## src/rtl/mem_arbiter_pkg.sv

```systemverilog
// Shared types and constants for the instruction/data memory arbiter.
`timescale 1ns/1ps
package mem_arbiter_pkg;

    typedef enum logic [1:0] {
        IDLE  = 2'd0,
        ACC_I = 2'd1,
        ACC_D = 2'd2
    } arb_state_t;

    localparam int unsigned STARVE_LIMIT_DEF = 4;
    localparam int unsigned STAT_W           = 32;

endpackage

```

## src/rtl/mem_arbiter_if.sv

```systemverilog
// Fetch port, data port and shared memory port of the arbiter.
`timescale 1ns/1ps
interface mem_arbiter_if #(
    parameter int unsigned WORD_SIZE = 32
);
    logic                 if_req;
    logic [WORD_SIZE-1:0] if_addr;
    logic                 if_valid;
    logic [WORD_SIZE-1:0] if_rdata;

    logic                 d_req;
    logic                 d_we;
    logic [WORD_SIZE-1:0] d_addr;
    logic [WORD_SIZE-1:0] d_wdata;
    logic                 d_valid;
    logic [WORD_SIZE-1:0] d_rdata;

    logic                 mem_we;
    logic [WORD_SIZE-1:0] mem_addr;
    logic [WORD_SIZE-1:0] mem_wdata;
    logic [WORD_SIZE-1:0] mem_rdata;

    // Arbiter side
    modport slave (
        input  if_req, if_addr, d_req, d_we, d_addr, d_wdata, mem_rdata,
        output if_valid, if_rdata, d_valid, d_rdata, mem_we, mem_addr, mem_wdata
    );

    // Requesters plus memory side
    modport master (
        output if_req, if_addr, d_req, d_we, d_addr, d_wdata, mem_rdata,
        input  if_valid, if_rdata, d_valid, d_rdata, mem_we, mem_addr, mem_wdata
    );
endinterface

```

## src/rtl/mem_arbiter_stats.sv

```systemverilog
// Grant and conflict event counters, present only with MEM_ARBITER_STATS_EN.
`timescale 1ns/1ps
module mem_arbiter_stats
    import mem_arbiter_pkg::*;
(
    input  logic              clk,
    input  logic              rst_n,
    input  logic              i_grant_i,
    input  logic              i_grant_d,
    input  logic              i_conflict,
    output logic [STAT_W-1:0] o_if_grants,
    output logic [STAT_W-1:0] o_d_grants,
    output logic [STAT_W-1:0] o_conflicts
);
    logic [STAT_W-1:0] r_if_grants;
    logic [STAT_W-1:0] r_d_grants;
    logic [STAT_W-1:0] r_conflicts;

    // Counters wrap naturally at 2^STAT_W.
    always_ff @(posedge clk or negedge rst_n) begin
        if (!rst_n) begin
            r_if_grants <= '0;
            r_d_grants  <= '0;
            r_conflicts <= '0;
        end else begin
            if (i_grant_i)  r_if_grants <= r_if_grants + STAT_W'(1);
            if (i_grant_d)  r_d_grants  <= r_d_grants + STAT_W'(1);
            if (i_conflict) r_conflicts <= r_conflicts + STAT_W'(1);
        end
    end

    assign o_if_grants = r_if_grants;
    assign o_d_grants  = r_d_grants;
    assign o_conflicts = r_conflicts;
endmodule

```

## src/rtl/mem_arbiter.sv

```systemverilog
// Two-requester (fetch/data) arbiter onto a single memory port, data priority
// with a starvation bound for fetch. Optional counters: MEM_ARBITER_STATS_EN.
`timescale 1ns/1ps
module mem_arbiter
    import mem_arbiter_pkg::*;
#(
    parameter int unsigned WORD_SIZE    = 32,
    parameter int unsigned STARVE_LIMIT = STARVE_LIMIT_DEF
) (
    input  logic              clk,
    input  logic              rst_n,
    mem_arbiter_if.slave      bus
`ifdef MEM_ARBITER_STATS_EN
    ,
    output logic [STAT_W-1:0] stat_if_grants,
    output logic [STAT_W-1:0] stat_d_grants,
    output logic [STAT_W-1:0] stat_conflicts
`endif
);
    localparam int unsigned STREAK_W = $clog2(STARVE_LIMIT + 1);
    localparam logic [STREAK_W-1:0] STREAK_MAX = STREAK_W'(STARVE_LIMIT);

    arb_state_t           r_state;
    logic [STREAK_W-1:0]  r_streak;
    logic                 r_mem_we;
    logic [WORD_SIZE-1:0] r_mem_addr;
    logic [WORD_SIZE-1:0] r_mem_wdata;
    logic                 r_if_valid;
    logic                 r_d_valid;
    logic [WORD_SIZE-1:0] r_if_rdata;
    logic [WORD_SIZE-1:0] r_d_rdata;

    logic                 w_idle;
    logic                 w_grant_d;
    logic                 w_grant_i;

    // Data wins a tie unless fetch has already been passed over STARVE_LIMIT times.
    assign w_idle    = (r_state == IDLE);
    assign w_grant_d = w_idle && bus.d_req && (!bus.if_req || (r_streak != STREAK_MAX));
    assign w_grant_i = w_idle && bus.if_req && !w_grant_d;

    always_ff @(posedge clk or negedge rst_n) begin
        if (!rst_n) begin
            r_state     <= IDLE;
            r_streak    <= '0;
            r_mem_we    <= 1'b0;
            r_mem_addr  <= '0;
            r_mem_wdata <= '0;
            r_if_valid  <= 1'b0;
            r_d_valid   <= 1'b0;
            r_if_rdata  <= '0;
            r_d_rdata   <= '0;
        end else begin
            case (r_state)
                IDLE: begin
                    r_if_valid <= 1'b0;
                    r_d_valid  <= 1'b0;
                    if (w_grant_d) begin
                        r_state     <= ACC_D;
                        r_mem_addr  <= bus.d_addr;
                        r_mem_we    <= bus.d_we;
                        r_mem_wdata <= bus.d_wdata;
                        if (bus.if_req && (r_streak != STREAK_MAX))
                            r_streak <= r_streak + STREAK_W'(1);
                    end else if (w_grant_i) begin
                        r_state    <= ACC_I;
                        r_mem_addr <= bus.if_addr;
                        r_mem_we   <= 1'b0;
                        r_streak   <= '0;
                    end
                end
                ACC_I: begin
                    r_state    <= IDLE;
                    r_if_rdata <= bus.mem_rdata;
                    r_if_valid <= 1'b1;
                    r_mem_we   <= 1'b0;
                end
                ACC_D: begin
                    // Async-read memory: mem_rdata here is the pre-store word.
                    r_state   <= IDLE;
                    r_d_rdata <= bus.mem_rdata;
                    r_d_valid <= 1'b1;
                    r_mem_we  <= 1'b0;
                end
                default: begin
                    r_state  <= IDLE;
                    r_mem_we <= 1'b0;
                end
            endcase
        end
    end

    assign bus.if_valid  = r_if_valid;
    assign bus.if_rdata  = r_if_rdata;
    assign bus.d_valid   = r_d_valid;
    assign bus.d_rdata   = r_d_rdata;
    assign bus.mem_we    = r_mem_we;
    assign bus.mem_addr  = r_mem_addr;
    assign bus.mem_wdata = r_mem_wdata;

`ifdef MEM_ARBITER_STATS_EN
    logic w_conflict;
    assign w_conflict = w_idle && bus.if_req && bus.d_req;

    mem_arbiter_stats u_stats (
        .clk         (clk),
        .rst_n       (rst_n),
        .i_grant_i   (w_grant_i),
        .i_grant_d   (w_grant_d),
        .i_conflict  (w_conflict),
        .o_if_grants (stat_if_grants),
        .o_d_grants  (stat_d_grants),
        .o_conflicts (stat_conflicts)
    );
`endif
endmodule

```

## src/flat_wrapper.sv

```systemverilog
// flat-port wrapper written by rule: the top's interface ports become plain ports
module mem_arbiter_flat import mem_arbiter_pkg::*;
#(
    parameter int unsigned WORD_SIZE    = 32,
    parameter int unsigned STARVE_LIMIT = STARVE_LIMIT_DEF
)
  (clk, rst_n, bus_if_req, bus_if_addr, bus_d_req, bus_d_we, bus_d_addr, bus_d_wdata, bus_mem_rdata, bus_if_valid, bus_if_rdata, bus_d_valid, bus_d_rdata, bus_mem_we, bus_mem_addr, bus_mem_wdata);
  mem_arbiter_if #(.WORD_SIZE(WORD_SIZE)) bus_i ();
  input  logic clk;
  input  logic rst_n;
  input wire logic [$bits(bus_i.if_req)-1:0] bus_if_req;
  input wire logic [$bits(bus_i.if_addr)-1:0] bus_if_addr;
  input wire logic [$bits(bus_i.d_req)-1:0] bus_d_req;
  input wire logic [$bits(bus_i.d_we)-1:0] bus_d_we;
  input wire logic [$bits(bus_i.d_addr)-1:0] bus_d_addr;
  input wire logic [$bits(bus_i.d_wdata)-1:0] bus_d_wdata;
  input wire logic [$bits(bus_i.mem_rdata)-1:0] bus_mem_rdata;
  output wire logic [$bits(bus_i.if_valid)-1:0] bus_if_valid;
  output wire logic [$bits(bus_i.if_rdata)-1:0] bus_if_rdata;
  output wire logic [$bits(bus_i.d_valid)-1:0] bus_d_valid;
  output wire logic [$bits(bus_i.d_rdata)-1:0] bus_d_rdata;
  output wire logic [$bits(bus_i.mem_we)-1:0] bus_mem_we;
  output wire logic [$bits(bus_i.mem_addr)-1:0] bus_mem_addr;
  output wire logic [$bits(bus_i.mem_wdata)-1:0] bus_mem_wdata;
  assign bus_i.if_req = bus_if_req;
  assign bus_i.if_addr = bus_if_addr;
  assign bus_i.d_req = bus_d_req;
  assign bus_i.d_we = bus_d_we;
  assign bus_i.d_addr = bus_d_addr;
  assign bus_i.d_wdata = bus_d_wdata;
  assign bus_i.mem_rdata = bus_mem_rdata;
  assign bus_if_valid = bus_i.if_valid;
  assign bus_if_rdata = bus_i.if_rdata;
  assign bus_d_valid = bus_i.d_valid;
  assign bus_d_rdata = bus_i.d_rdata;
  assign bus_mem_we = bus_i.mem_we;
  assign bus_mem_addr = bus_i.mem_addr;
  assign bus_mem_wdata = bus_i.mem_wdata;
  mem_arbiter #(.WORD_SIZE(WORD_SIZE), .STARVE_LIMIT(STARVE_LIMIT)) u_core (.clk(clk), .rst_n(rst_n), .bus(bus_i));
endmodule
```

## config.mk

```make
export PLATFORM = sky130hd
export DESIGN_NAME = mem_arbiter_flat
export DESIGN_NICKNAME = d
export VERILOG_FILES = /design/src/rtl/mem_arbiter_pkg.sv /design/src/rtl/mem_arbiter_if.sv /design/src/rtl/mem_arbiter_stats.sv /design/src/rtl/mem_arbiter.sv /design/src/flat_wrapper.sv
export SDC_FILE = /design/constraint.sdc
export NUM_CORES = 1
export LEC_CHECK = 0
export ABC_AREA = 0
export CAP_MARGIN = 20
export CORE_ASPECT_RATIO = 1.2
export CORE_MARGIN = 5
export CORE_UTILIZATION = 41
export CTS_CLUSTER_SIZE = 28
export DETAILED_ROUTE_END_ITERATION = 7
export PLACE_DENSITY = 0.77
export SLEW_MARGIN = 20
export SYNTH_ARGS = -nofsm -noshare
export SYNTH_HDL_FRONTEND = slang
export SYNTH_HIERARCHICAL = 1
export SYNTH_SLANG_ARGS = --single-unit
```

## constraint.sdc

```tcl
create_clock -name clk -period 2.8 [get_ports clk]
set_clock_uncertainty 0.2 [all_clocks]
set_input_delay 0.84 -clock clk [delete_from_list [all_inputs] [get_ports clk]]
set_output_delay 0.84 -clock clk [all_outputs]
set_load 0.005 [all_outputs]
```

Word-level counts from Yosys, hierarchy flattened --
Cells that the tools add are included.
Cells by class: add/subtract/negate cells 1, eq/ne operators 5, mux-type cells 13, reduce and logical (&&, ||, !) cells 15
Operators with widths (number):
- $mux W32 | 2
- $mux W3 | 3
- $mux W2 | 3
- $ne A3 B3 Y1 const B | 2
- $reduce_bool A2 Y1 | 3
- $logic_and A1 B1 Y1 | 5
- $pmux W1 S2 | 2
- $reduce_and A2 Y1 | 2
- $add A3 B1 Y3 const B | 1
- $mux W1 | 3
- $reduce_and A3 Y1 | 1
- $eq A2 B1 Y1 const B | 1
- $eq A2 B2 Y1 const B | 1
- $logic_not A1 Y1 | 2
- $logic_not A2 Y1 | 1
- $ne A2 B2 Y1 const B | 1
- $logic_or A1 B1 Y1 | 1
Word-level totals: register bits 136, input port bits 133, output and inout port bits 131, word-level logic and storage cells 43

Depth between registers and ports, before layout --
word-level depth 8, depth in mapped cells 7, gate-level depth less buffers 6

Worst setup path after synthesis --
OpenSTA, ideal clock, no wires.
path kind input to register, start input bus_if_req, end register u_core.r_mem_addr[10], in the netlist u_core/bus.mem_addr[10], setup time 0.125 ns, arrival time 2.013 ns, data required time 2.475 ns, setup slack 0.462 ns, cell stages on the path 5, buffers on the path 2, path through or3b_1 -> buf_6 -> buf_12 -> mux2_4 -> mux2_4
Between the ends: cells in the longest elaborated chain, start to end 7, elaborated cells on any way between the ends 9, those cells by class mux (1); reduce/logical (8)
RTL lines:
- start: declaration | line flat_wrapper.sv:11 | input wire logic [$bits(bus_i.if_req)-1:0] bus_if_req;
- $logic_not A1 Y1 | line mem_arbiter.sv:39 | assign w_grant_d = w_idle && bus.d_req && (!bus.if_req || (r_streak != STREAK_MAX));
- $logic_or A1 B1 Y1 | line mem_arbiter.sv:39
- $logic_and A1 B1 Y1 | line mem_arbiter.sv:39
- $logic_not A1 Y1 | line mem_arbiter.sv:40 | assign w_grant_i = w_idle && bus.if_req && !w_grant_d;
- $logic_and A1 B1 Y1 | line mem_arbiter.sv:40
- $reduce_bool A2 Y1 (no source line)
- $reduce_and A2 Y1 (no source line)
- end signal: assignment | line mem_arbiter.sv:60 | r_mem_addr <= bus.d_addr;
- end signal: assignment | line mem_arbiter.sv:67 | r_mem_addr <= bus.if_addr;
- end: declaration | line mem_arbiter.sv:26 | logic [WORD_SIZE-1:0] r_mem_addr;
Parallel ways exist; a longest one is shown, timed or not. A chain may end at the register's enable or synchronous reset.

Final worst setup path --
start input bus_if_req, end register u_core.r_mem_addr[19], in the netlist u_core/bus.mem_addr[19]
Same word-level chain as after synthesis.

==> flow_summary.toml <==
[finish]
area_growth_pct = 61.6
multiInputGateArea_sq_um = 2150
drive_gt1_share_pct = 33.0
register_area_sq_um = 3400
diodes = 0
nets = 751
nFillCells = 980
design_area_sq_um = 9180

[synthesis]
synth_top_family_by_area = "multiplexers"
synth-xor-area-share_pct = 0
synth_seq_cells = 136
synth_edf_count = 0
synth_cells = 342
postSynth.asyncResetShare_pct = 100
synth_top_cell_area_share_pct = 59.9
synth-simple-area-share_pct = 1.41
synth_ff_type = "dfrtp_1"
ys_top_cells_by_area = "dfrtp_1 (60%), mux2_2 (22%), mux2_4 (13%)"
yosysWarnings = 6
yosys-mux-area-fraction_pct = 35.0
syn_avg_cell_area_sq_um = 16.6
synth_top_area_cell = "dfrtp_1"
synth_fp_nets = 477
synth.cell_area_sq_um = 5680
seq_area_frac_synth_pct = 59.9
synth_cell_types = 23
synth_fa_ha_area_share_pct = 0.441
synth-compound-area-share_pct = 0.683

[pwr]
power.total_mw = 8.30
leakage_nw = 3.96
powerDensity_nw_per_um2 = 904
peakVddDrop_mv = 0.579

[sta]
hold_viol = 0
rsz0062_at_grt = "false"
finalSetupViolCount = 0
fmax_mhz = 397
period_share_pct = 90.0
layout_min_cycle_time_ns = 2.52
worst_pin_slew_ns = 0.457
relSlewSlack_pct = 69.5
slew_violations = 0

[placement]
port-buffer-count = 263
dpl.hpwl_mm = 11.8
placed_area_sq_um = 8540
routabilityCongestion = 0.793

[floorplanning]
die_height_um = 139
fp.dieArea_sq_um = 16300
io-pin-count = 264
start_util_pct = 41.4
row_count = 47
core_sq_um = 13700
die_x_um = 117

[setup_path]
worstSetupEndpointType = "register"
worst_path_most_repeated_cell = "mux2_4"
cpMaxStageDelayCell = "or3b_2"
start_kind = "input port"
cp_max_fo = 29
path_class = "input port to register"
r2r_end = "u_core/bus.mem_addr[19]"
r2r_cells = 4
r2r-start = "u_core/r_state[1]"
slowest_delay_ns = 0.50
crit_chain = "clkdlybuf4s50_1 > or3b_2 > buf_12 > mux2_4 > mux2_4"
r2r_setup_slack_ns = 0.73
cp.required_ns = 2.89
cp.arrival_ns = 2.61

[cts]
clk_latency_ns = 0.41
post-cts-setup-buffer-count = 0
cts_max_level = 4
cts_made_buffers = 17
clk_pin_slew_ns = 0.06
cts_root_buffer = "clkbuf_16"
hold_buffers = 0
cts.sinks = 136
tritoncts = "done"
clockBufferDepth = 2
cts_resized = 0

[global_routing]
gr-usage-all-layers_pct = 19.7
grt_max_degree = 59
antenna_found_initial = 0
grt_remaining_overflow = 0
grt_pass1_wl_mm = 25.3
grt_pass1_vias = 4484

[route]
antenna_left = 0
via_per_inst = 4.86
drc = 0
drtIter0Drc = 90
wl_per_cell_um = 19.8
vias = 3886
finalWirelength_mm = 15.9
dr.pass1.iters = 4

[run]
maxCapViolCount = 0

[outcome]
outcome = "complete, no violations"

[min_path]
min_path_type = "input port to async pin"
## logic make-up after synthesis
family,count (synthesis)
fa+ha+maj,2
flops,136
buf+inv,23
compound gates,6
mux,160
simple gates,15
## per-layer routing
metal	vias up	part of all wire (%)	track usage [%]
met5	-	0	0
met4	0	3.8	9.65
met3	34	6.3	6.81
met2	140	54	34.4
met1	1950	36	21.0
li1	1762	-	-
## registers in the layout, indices dropped and copies added, names as in the netlist
register and cells:
u_core/bus.d_valid 1, u_core/bus.if_valid 1, u_core/bus.if_rdata 32, u_core/bus.mem_wdata 32, u_core/bus.mem_we 1, u_core/r_streak 3, u_core/bus.d_rdata 32, u_core/bus.mem_addr 32
u_core/r_state 2
## through the flow
step | setup WS [ns] | util [%] | setup TNS (ns) | std cells | hold slack (ns)
after floorplan | 0.462 | - | 0 | 342 | 0.273
after global placement | -0.108 | 62.3 | -3.17 | 768 | 0.275
after detailed placement | -0.122 | 62.3 | -3.53 | 768 | 0.278
after CTS | 0.307 | 67.0 | 0 | 799 | 0.116
after global routing | 0.263 | 67.0 | 0 | 799 | 0.124
final | 0.280 | 67.0 | 0 | 799 | 0.112
## Yosys cell counts (2+ instances only)
cell type and count:
dfrtp_1 136, mux2_2 110, mux2_4 50, buf_2 7, clkbuf_1 7, nand2_1 5, inv_1 4, nor2_1 3
a21o_1 2, buf_12 2, buf_6 2, ha_1 2, nand3_1 2
## worst max path at each step
stage	cells past startpoint	to	slack (ns)	start
2_1_floorplan	5	u_core/bus.mem_addr[10]	0.46	bus_if_req
3_3_place_gp	5	u_core/bus.mem_addr[21]	-0.11	bus_if_req
3_5_place_dp	5	u_core/bus.mem_addr[14]	-0.12	bus_if_req
4_1_cts	5	u_core/bus.mem_addr[19]	0.31	bus_if_req
5_1_grt	5	u_core/bus.mem_addr[14]	0.26	bus_if_req
6_report	5	u_core/bus.mem_addr[19]	0.28	bus_if_req
## where the power goes
group          switching [mW]  leakage, nW  total [mW]  internal (mW)
logic                   0.866         2.06        2.92           2.05
clock network           0.826        0.305        2.38           1.56
registers               0.363         1.60        2.99           2.63
## area by class of cell
class	instances	area share (%)
sequential	136	37.1
clock buffer	20	5.09
inverter	5	0.204
tap	171	2.33
multi-input combinational	183	23.4
clock inverter	11	1.85
timing repair buffer	273	30.1
## layout by cell type (no fill, tap or decap)
| cell type | n |
|---|---|
| a21oi_1 | 1 |
| inv_1 | 4 |
| nand4_1 | 1 |
| clkdlybuf4s50_1 | 262 |
| mux2_4 | 50 |
| inv_6 | 1 |
| clkinvlp_4 | 3 |
| a21o_1 | 2 |
| clkinv_4 | 1 |
| o21ai_0 | 1 |
| mux2_2 | 110 |
| buf_4 | 6 |
| and4bb_2 | 1 |
| dfrtp_1 | 136 |
| clkinv_2 | 2 |
| ha_1 | 2 |
| nand3_2 | 1 |
| o22ai_1 | 1 |
| or3b_2 | 1 |
| clkbuf_8 | 3 |
| clkbuf_16 | 17 |
| nand2b_1 | 1 |
| nor2_1 | 3 |
| nand3_1 | 1 |
| buf_12 | 4 |
| nor2b_4 | 1 |
| buf_6 | 1 |
| inv_2 | 1 |
| bufinv_16 | 4 |
| nand2_1 | 5 |
| o31ai_1 | 1 |
## worst max-delay path, delay by kind of cell
family | cells | cell delay, ns
simple gates | 1 | 0.50
mux | 2 | 0.56
buf+inv | 2 | 0.68
Power figures use the tool's default switching activity.
